--- src/rtl/cnn_pkg.sv ---
// cnn_pkg: shared CNN datapath constants and width helpers
// used by the word-slice select mux and the byte/word packer.
package cnn_pkg;

    localparam int OUT_D_W = 128;
    localparam int S_W     = 4;

    function automatic int byte_width(input int out_d_w, input int s_w);
        return out_d_w / (2 ** s_w);
    endfunction

    function automatic int ilog2(input int v);
        int r;
        r = 0;
        for (int i = 0; i < 31; i++)
            if ((32'sd1 <<< i) <= v) r = i;
        return r;
    endfunction

endpackage

--- src/rtl/slot_demux.sv ---
// slot_demux: returns word with byte slot `slot` replaced by `data`;
// slot 0 occupies the LSBs, the same slicing as the select mux.
module slot_demux
    import cnn_pkg::*;
#(
    parameter int Out_d_W = OUT_D_W,
    parameter int S_W     = cnn_pkg::S_W,
    localparam int B      = byte_width(Out_d_W, S_W)
) (
    input  logic [Out_d_W-1:0] word,
    input  logic [S_W-1:0]     slot,
    input  logic [B-1:0]       data,
    output logic [Out_d_W-1:0] result
);

    always_comb begin
        result = word;
        result[int'(slot)*B +: B] = data;
    end

endmodule

--- src/rtl/byte_word_packer.sv ---
// byte_word_packer: serial-to-parallel packer, 2**S_W bytes per word, valid/ready on both sides.
// Define BYTE_WORD_PACKER_FLUSH_EN to let in_last emit a zero-padded partial word.
module byte_word_packer
    import cnn_pkg::*;
#(
    parameter int Out_d_W = OUT_D_W,
    parameter int S_W     = cnn_pkg::S_W,
    localparam int N      = 2 ** S_W,
    localparam int B      = byte_width(Out_d_W, S_W)
) (
    input  logic               clk,
    input  logic               rst_n,
    input  logic [B-1:0]       in_data,
    input  logic               in_valid,
    output logic               in_ready,
    input  logic               in_last,
    output logic [Out_d_W-1:0] out_data,
    output logic               out_valid,
    input  logic               out_ready,
    output logic [S_W:0]       out_bytes,
    output logic [S_W-1:0]     slot_idx
);

    logic [S_W-1:0]     cnt;
    logic [Out_d_W-1:0] acc;
    logic [Out_d_W-1:0] merged;
    logic               flush_term;
    logic               term;
    logic               in_fire;
    logic               out_fire;
    logic               complete;

`ifdef BYTE_WORD_PACKER_FLUSH_EN
    assign flush_term = in_last;
`else
    logic unused_last;
    assign unused_last = in_last;
    assign flush_term  = 1'b0;
`endif

    // Only the word-completing byte has to wait for a free output register.
    assign term     = (cnt == S_W'(N - 1)) | flush_term;
    assign in_ready = !out_valid | out_ready | !term;
    assign in_fire  = in_valid & in_ready;
    assign out_fire = out_valid & out_ready;
    assign complete = in_fire & term;
    assign slot_idx = cnt;

    slot_demux #(
        .Out_d_W (Out_d_W),
        .S_W     (S_W)
    ) u_slot_demux (
        .word   (acc),
        .slot   (cnt),
        .data   (in_data),
        .result (merged)
    );

    always_ff @(posedge clk or negedge rst_n) begin
        if (!rst_n) begin
            cnt       <= '0;
            acc       <= '0;
            out_data  <= '0;
            out_valid <= 1'b0;
            out_bytes <= '0;
        end else begin
            if (complete) begin
                out_data  <= merged;
                out_bytes <= (S_W+1)'(cnt) + (S_W+1)'(1);
                acc       <= '0;
                cnt       <= '0;
            end else if (in_fire) begin
                acc <= merged;
                cnt <= cnt + S_W'(1);
            end
            out_valid <= complete ? 1'b1 : (out_fire ? 1'b0 : out_valid);
        end
    end

endmodule

--- config.mk ---
export PLATFORM = sky130hd
export DESIGN_NAME = byte_word_packer
export DESIGN_NICKNAME = d
export VERILOG_FILES = /design/src/rtl/cnn_pkg.sv /design/src/rtl/slot_demux.sv /design/src/rtl/byte_word_packer.sv
export SDC_FILE = /design/constraint.sdc
export NUM_CORES = 1
export LEC_CHECK = 0
export ABC_CLOCK_PERIOD_IN_PS = 2800
export CORE_MARGIN = 2
export CORE_UTILIZATION = 50
export CTS_CLUSTER_DIAMETER = 200
export DETAILED_ROUTE_END_ITERATION = 8
export GPL_TIMING_DRIVEN = 0
export PLACE_DENSITY = 0.87
export SLEW_MARGIN = 40
export SYNTH_ARGS = -nofsm -noshare
export SYNTH_HDL_FRONTEND = slang
export SYNTH_SLANG_ARGS = --single-unit
--- constraint.sdc ---
create_clock -name clk -period 2.8 [get_ports clk]
set_input_delay 0.56 -clock clk [delete_from_list [all_inputs] [get_ports clk]]
set_output_delay 0.56 -clock clk [all_outputs]
set_load 0.005 [all_outputs]
Yosys cells after proc, flatten, opt, wreduce, memory -nomap -nowiden:

Index checks and enable logic that the tools add are counted.

* register bits after elaboration: 266
* input port bits: 13
* word-level logic and storage cells: 27

* $add $sub $neg: 3
* equality and inequality tests: 1
* shift operators: 2
* multiplexer cells: 7
* bitwise gates (word level): 5
* reductions and logical operators: 4

Operators with widths (number)
* two-way mux 128 bit: 2
* bitwise mux 128 bit: 1
* variable shift 8 x 33 -> 128 bit, first input constant: 1
* indexed part select 8 x 33 -> 128 bit: 1
* negator 7 -> 33 bit: 1
* two-way mux 4 bit: 2
* adder 4 x 1 -> 5 bit, second input constant: 1
* adder 4 x 1 -> 4 bit, second input constant: 1
* == test 4 bit, second input constant: 1
* nonzero test 2 bit: 2
* bitwise AND 1 bit: 3
* logical NOT 1 bit: 2
* two-way mux 1 bit: 2
* bitwise OR 1 bit: 2

Longest topological paths before layout:

* word-level depth: 6
* depth in mapped cells: 11
* gate-level depth less buffers: 6

Modules after synthesis:

A second synthesis with hierarchy kept.

* cell total of the unflattened synthesis: 899
* area, all modules: 11915.2 sq um

Modules (own cells, without submodules)
* byte_word_packer: times used 1, cells each 591, area each 9853.2 sq um
* slot_demux: times used 1, cells each 308, area each 2062.0 sq um

Worst setup path before layout:

Ideal clock, no wire load.

* kind: reg-to-reg
* start point: register cnt[0], in the netlist slot_idx[0]
* end point: register out_data[67]
* setup time: 0.130 ns
* arrival time: 2.673 ns
* path slack: -0.003 ns
* cell stages (with the launch flop): 12
* path buffers: 5
* period minus slack after synthesis: 2.803 ns
* cell sequence: dfrtp_1 buf_2 buf_1 inv_1 ha_1 buf_6 or4b_4 buf_6 a21oi_4 buf_8 mux2i_1 o21ai_1

* word-level cells in the longest chain between the ends: 5

RTL lines
* from (decl): RTL line byte_word_packer.sv:24 `logic [S_W-1:0] cnt;`
* from (signal assigned): RTL line byte_word_packer.sv:74 `cnt <= cnt + S_W'(1);`
* branches (longest 5 deep; another with negator 7 -> 33 bit)
* to (signal assigned): RTL line byte_word_packer.sv:68 `out_data <= merged;`
* to (decl): RTL line byte_word_packer.sv:17 `output logic [Out_d_W-1:0] out_data,`

Several ways; the timed one is not identified.
A chain may end at the register's enable or synchronous reset.

Worst setup path in the final report:

* start point: register cnt[0], in the netlist slot_idx[0]
* end point: output in_ready

* word-level cells in the longest chain between the ends: 3

RTL lines
* == test 4 bit: RTL line byte_word_packer.sv:42 `assign term = (cnt == S_W'(N - 1)) | flush_term;`
* logical NOT 1 bit: RTL line byte_word_packer.sv:43 `assign in_ready = !out_valid | out_ready | !term;`
* bitwise OR 1 bit: RTL line byte_word_packer.sv:43
* to (decl): RTL line byte_word_packer.sv:15 `output logic in_ready,`

No other way between the ends.

==> flow_metrics.tcl <==
set metrics [dict create \
    status "complete, no violations" \
    start_util 0.506 \
    htreeDepth 1 \
    synth_async_sr_flop_share 1.00 \
    path_cells "buf_4 > ha_2 > and3_2 > nand2_1 > clkdlybuf4s50_1" \
    synth-edff-count 0 \
    grt_overflow 0 \
    pin_count 152 \
    yosys_warnings 0 \
    die-width_um 160 \
    grt_setup_unrepaired "true" \
    critical-path-top-delay-family "buffers and inverters" \
    synth_area_um2 12200 \
    grt_pass1_wl_um 60200 \
    syn_area_per_cell_um2 10.3 \
    peakVddDrop_mv 0.565 \
    cts_tree "yes" \
    cp-end-kind "primary output" \
    post_route_cells_drive_above_1_share 0.115 \
    critPathLaunch "slot_idx[0]$_DFFE_PN0P_" \
    clockBufferDepth 3 \
    synth_fp_nets 1202 \
    coreArea_um2 24200 \
    placement.io_buffers 143 \
    fp.dieArea_um2 25700 \
    wl_um 38600 \
    worst_pin_slew_ns 0.910 \
    critPathKind "flip-flop to primary output" \
    antenna_found_initial 0 \
    drc_errors 0 \
    powerDensity_nw_per_um2 973 \
    finalHoldViolCount 0 \
    slew_headroom 0.393 \
    clock-root-buffer "clkbuf_16" \
    fmax_mhz 366 \
    via_count 10900 \
    min_path_type "flip-flop to flip-flop" \
    diodes 0 \
    skew_ns 0.00783 \
    vias_per_cell 6.40 \
    drtAntennaViolNets 0 \
    post-route-period-util 0.975 \
    finalSetupViolCount 0 \
    ys_ff_latch 266 \
    worst_slack_ns 0.0689 \
    critPathBufInv 2 \
    stdcell_count 1710 \
    clock_sinks 266 \
    path_clk_slew_ns 0.06 \
    cts_buffers 27 \
    r2r_start "slot_idx[2]$_DFFE_PN0P_" \
    synth_cell_type_count 65 \
    critPathArrivalTime_ns 2.17 \
    slew_violations 0 \
    dr.pass1.iters 5 \
    grt_pass1_vias 10800 \
    startpoint_type "flip-flop" \
    rows 57 \
    path_max_fanout 9 \
    drt_iter0_markers 1470 \
    synth_cells 1186 \
    synthFlopType "dfrtp_1" \
    finalCriticalPeriod_ns 2.73 \
    yosysSeqAreaShare 0.544 \
    syn2layout_area_growth_pct 24.4 \
    leakage_nw 6.57 \
    grt_util_all_layers 0.296 \
    dieHeight_um 160 \
    hp-start "out_data[5]$_DFFE_PN0P_" \
    hpwl_um 26700 \
    post_drt_wl_per_cell_um 22.6 \
    clkLatencyLatePin_ns 0.53 \
    grt_max_degree 72 \
    globalplace.congestion 0.946 \
    max_cap_violations 0 \
    fin_nets 1383 \
    dp_cells 1656 \
    fillers 1861 \
    pre_cts_slack_ns -0.414 \
    cp.required_ns 2.24 \
    crit_slowest_cell "clkdlybuf4s50_1" \
    slowest_delay_ns 0.51 \
]
final timing paths:
check	end	slack [ns]	cells after the start
min in group asynchronous	out_data[38]$_DFFE_PN0P_	0.55	2
hold / removal	out_data[5]$_DFFE_PN0P_	0.46	2
max in group asynchronous	out_data[0]$_DFFE_PN0P_	1.46	3
setup reg to reg	acc[123]$_DFFE_PN0P_	0.10	8
setup / recovery	in_ready	0.07	5
hold reg to reg	out_data[5]$_DFFE_PN0P_	0.46	2
what timing repair did:
item	4_1_cts	5_1_grt
endpoints found under the hold margin	7	0
hold buffers	1	0
pin swaps	0	1
setup buffers	1	3
endpoints found under the setup margin	221	152
cloned	0	1
resized for setup	13	25
state kept, by name, summed over array words and instances, names as in the netlist:
signal	cells
out_valid	1
acc	128
slot_idx	4
out_bytes	5
out_data	128
metal layers:
layer | up-vias | track usage | wire [um]
li1 | 4733 | - | -
met1 | 5373 | 0.404 | 15300
met2 | 714 | 0.466 | 17800
met3 | 124 | 0.0664 | 4080
met4 | 0 | 0.117 | 1430
met5 | - | 0 | 0
cell families after synthesis:
family | count (synthesis) | synth area share
mux | 33 | 0.0270
xor+xnor | 3 | 0.00276
simple gates | 399 | 0.159
buf+inv | 128 | 0.0482
compound gates | 354 | 0.216
fa+ha+maj | 3 | 0.00307
flops | 266 | 0.544
tightest hold or removal path, cell delays in order, from the launching register on:
cell     delay [ns]
dfrtp_1        0.34
nand2_1        0.05
nand2_1        0.05
cell type report:
cell class | instances | area [um^2] | share of cell area
Sequential cell | 266 | 6660 | 0.437
Timing Repair Buffer | 153 | 1580 | 0.104
Inverter | 11 | 41.3 | 0.00271
Clock buffer | 40 | 795 | 0.0522
Buffer | 116 | 573 | 0.0376
Clock inverter | 8 | 90.1 | 0.00592
Multi-Input combinational cell | 792 | 5080 | 0.334
Tap cell | 324 | 405 | 0.0266
cell usage after synthesis (all sizes together), types with 9 or more instances:
cell     number  area share
dfrtp       266        0.54
a221o        24       0.020
and3         42       0.021
inv          11      0.0034
nand4        25       0.013
nor2         71       0.022
a22o         56       0.040
o2bb2ai      32       0.023
nand2       155       0.049
clkbuf       59       0.018
a21oi        20      0.0097
nand3        62       0.026
o211ai       63       0.039
a31oi        40       0.020
buf          58       0.027
a2bb2oi      13      0.0093
o221ai        9      0.0064
mux2i        33       0.027
o21ai        81       0.036
layout by cell type, fill, tap and decap left out, types with 6 or more instances in the layout:
cell type and instances:
o221ai_1 9, a22o_1 56, clkdlybuf4s50_1 142, clkinv_2 6, o21ai_1 11, o2bb2ai_1 32
a21oi_1 17, o21ai_0 58, clkbuf_1 60, nand2b_1 7, o21ai_2 11, a21o_1 6
or4_1 7, nand2_1 152, inv_1 11, mux2i_1 29, o211ai_1 63, nand3_1 59
and3_1 41, clkbuf_16 27, a2bb2oi_1 13, clkbuf_8 7, nor2_1 66, buf_4 10
a221o_1 24, buf_2 40, dfrtp_1 265, nand4_1 25, a31oi_1 40
metrics by stage:
step           total power (W)  TNS [ns]  utilization  hold slack (ns)  instance area, um^2
6_report                0.0148         0        0.630            0.461                15200
5_1_grt                 0.0155   -0.0561        0.630            0.496                15200
4_1_cts                 0.0145         0        0.625            0.470                15100
3_5_place_dp            0.0108    -41.19        0.586            0.456                14200
3_3_place_gp            0.0107  -2610.63        0.582            0.448                14100
2_1_floorplan          0.00841         0            -            0.264                12200
power breakdown:
group	internal (W)	leakage [nW]	switching, W
Combinational	0.00237	2.51	0.00342
Sequential	0.00473	3.61	0.000678
Clock	0.00213	0.442	0.00148
Total	0.00923	6.57	0.00558
Power figures use the tool's default switching activity.
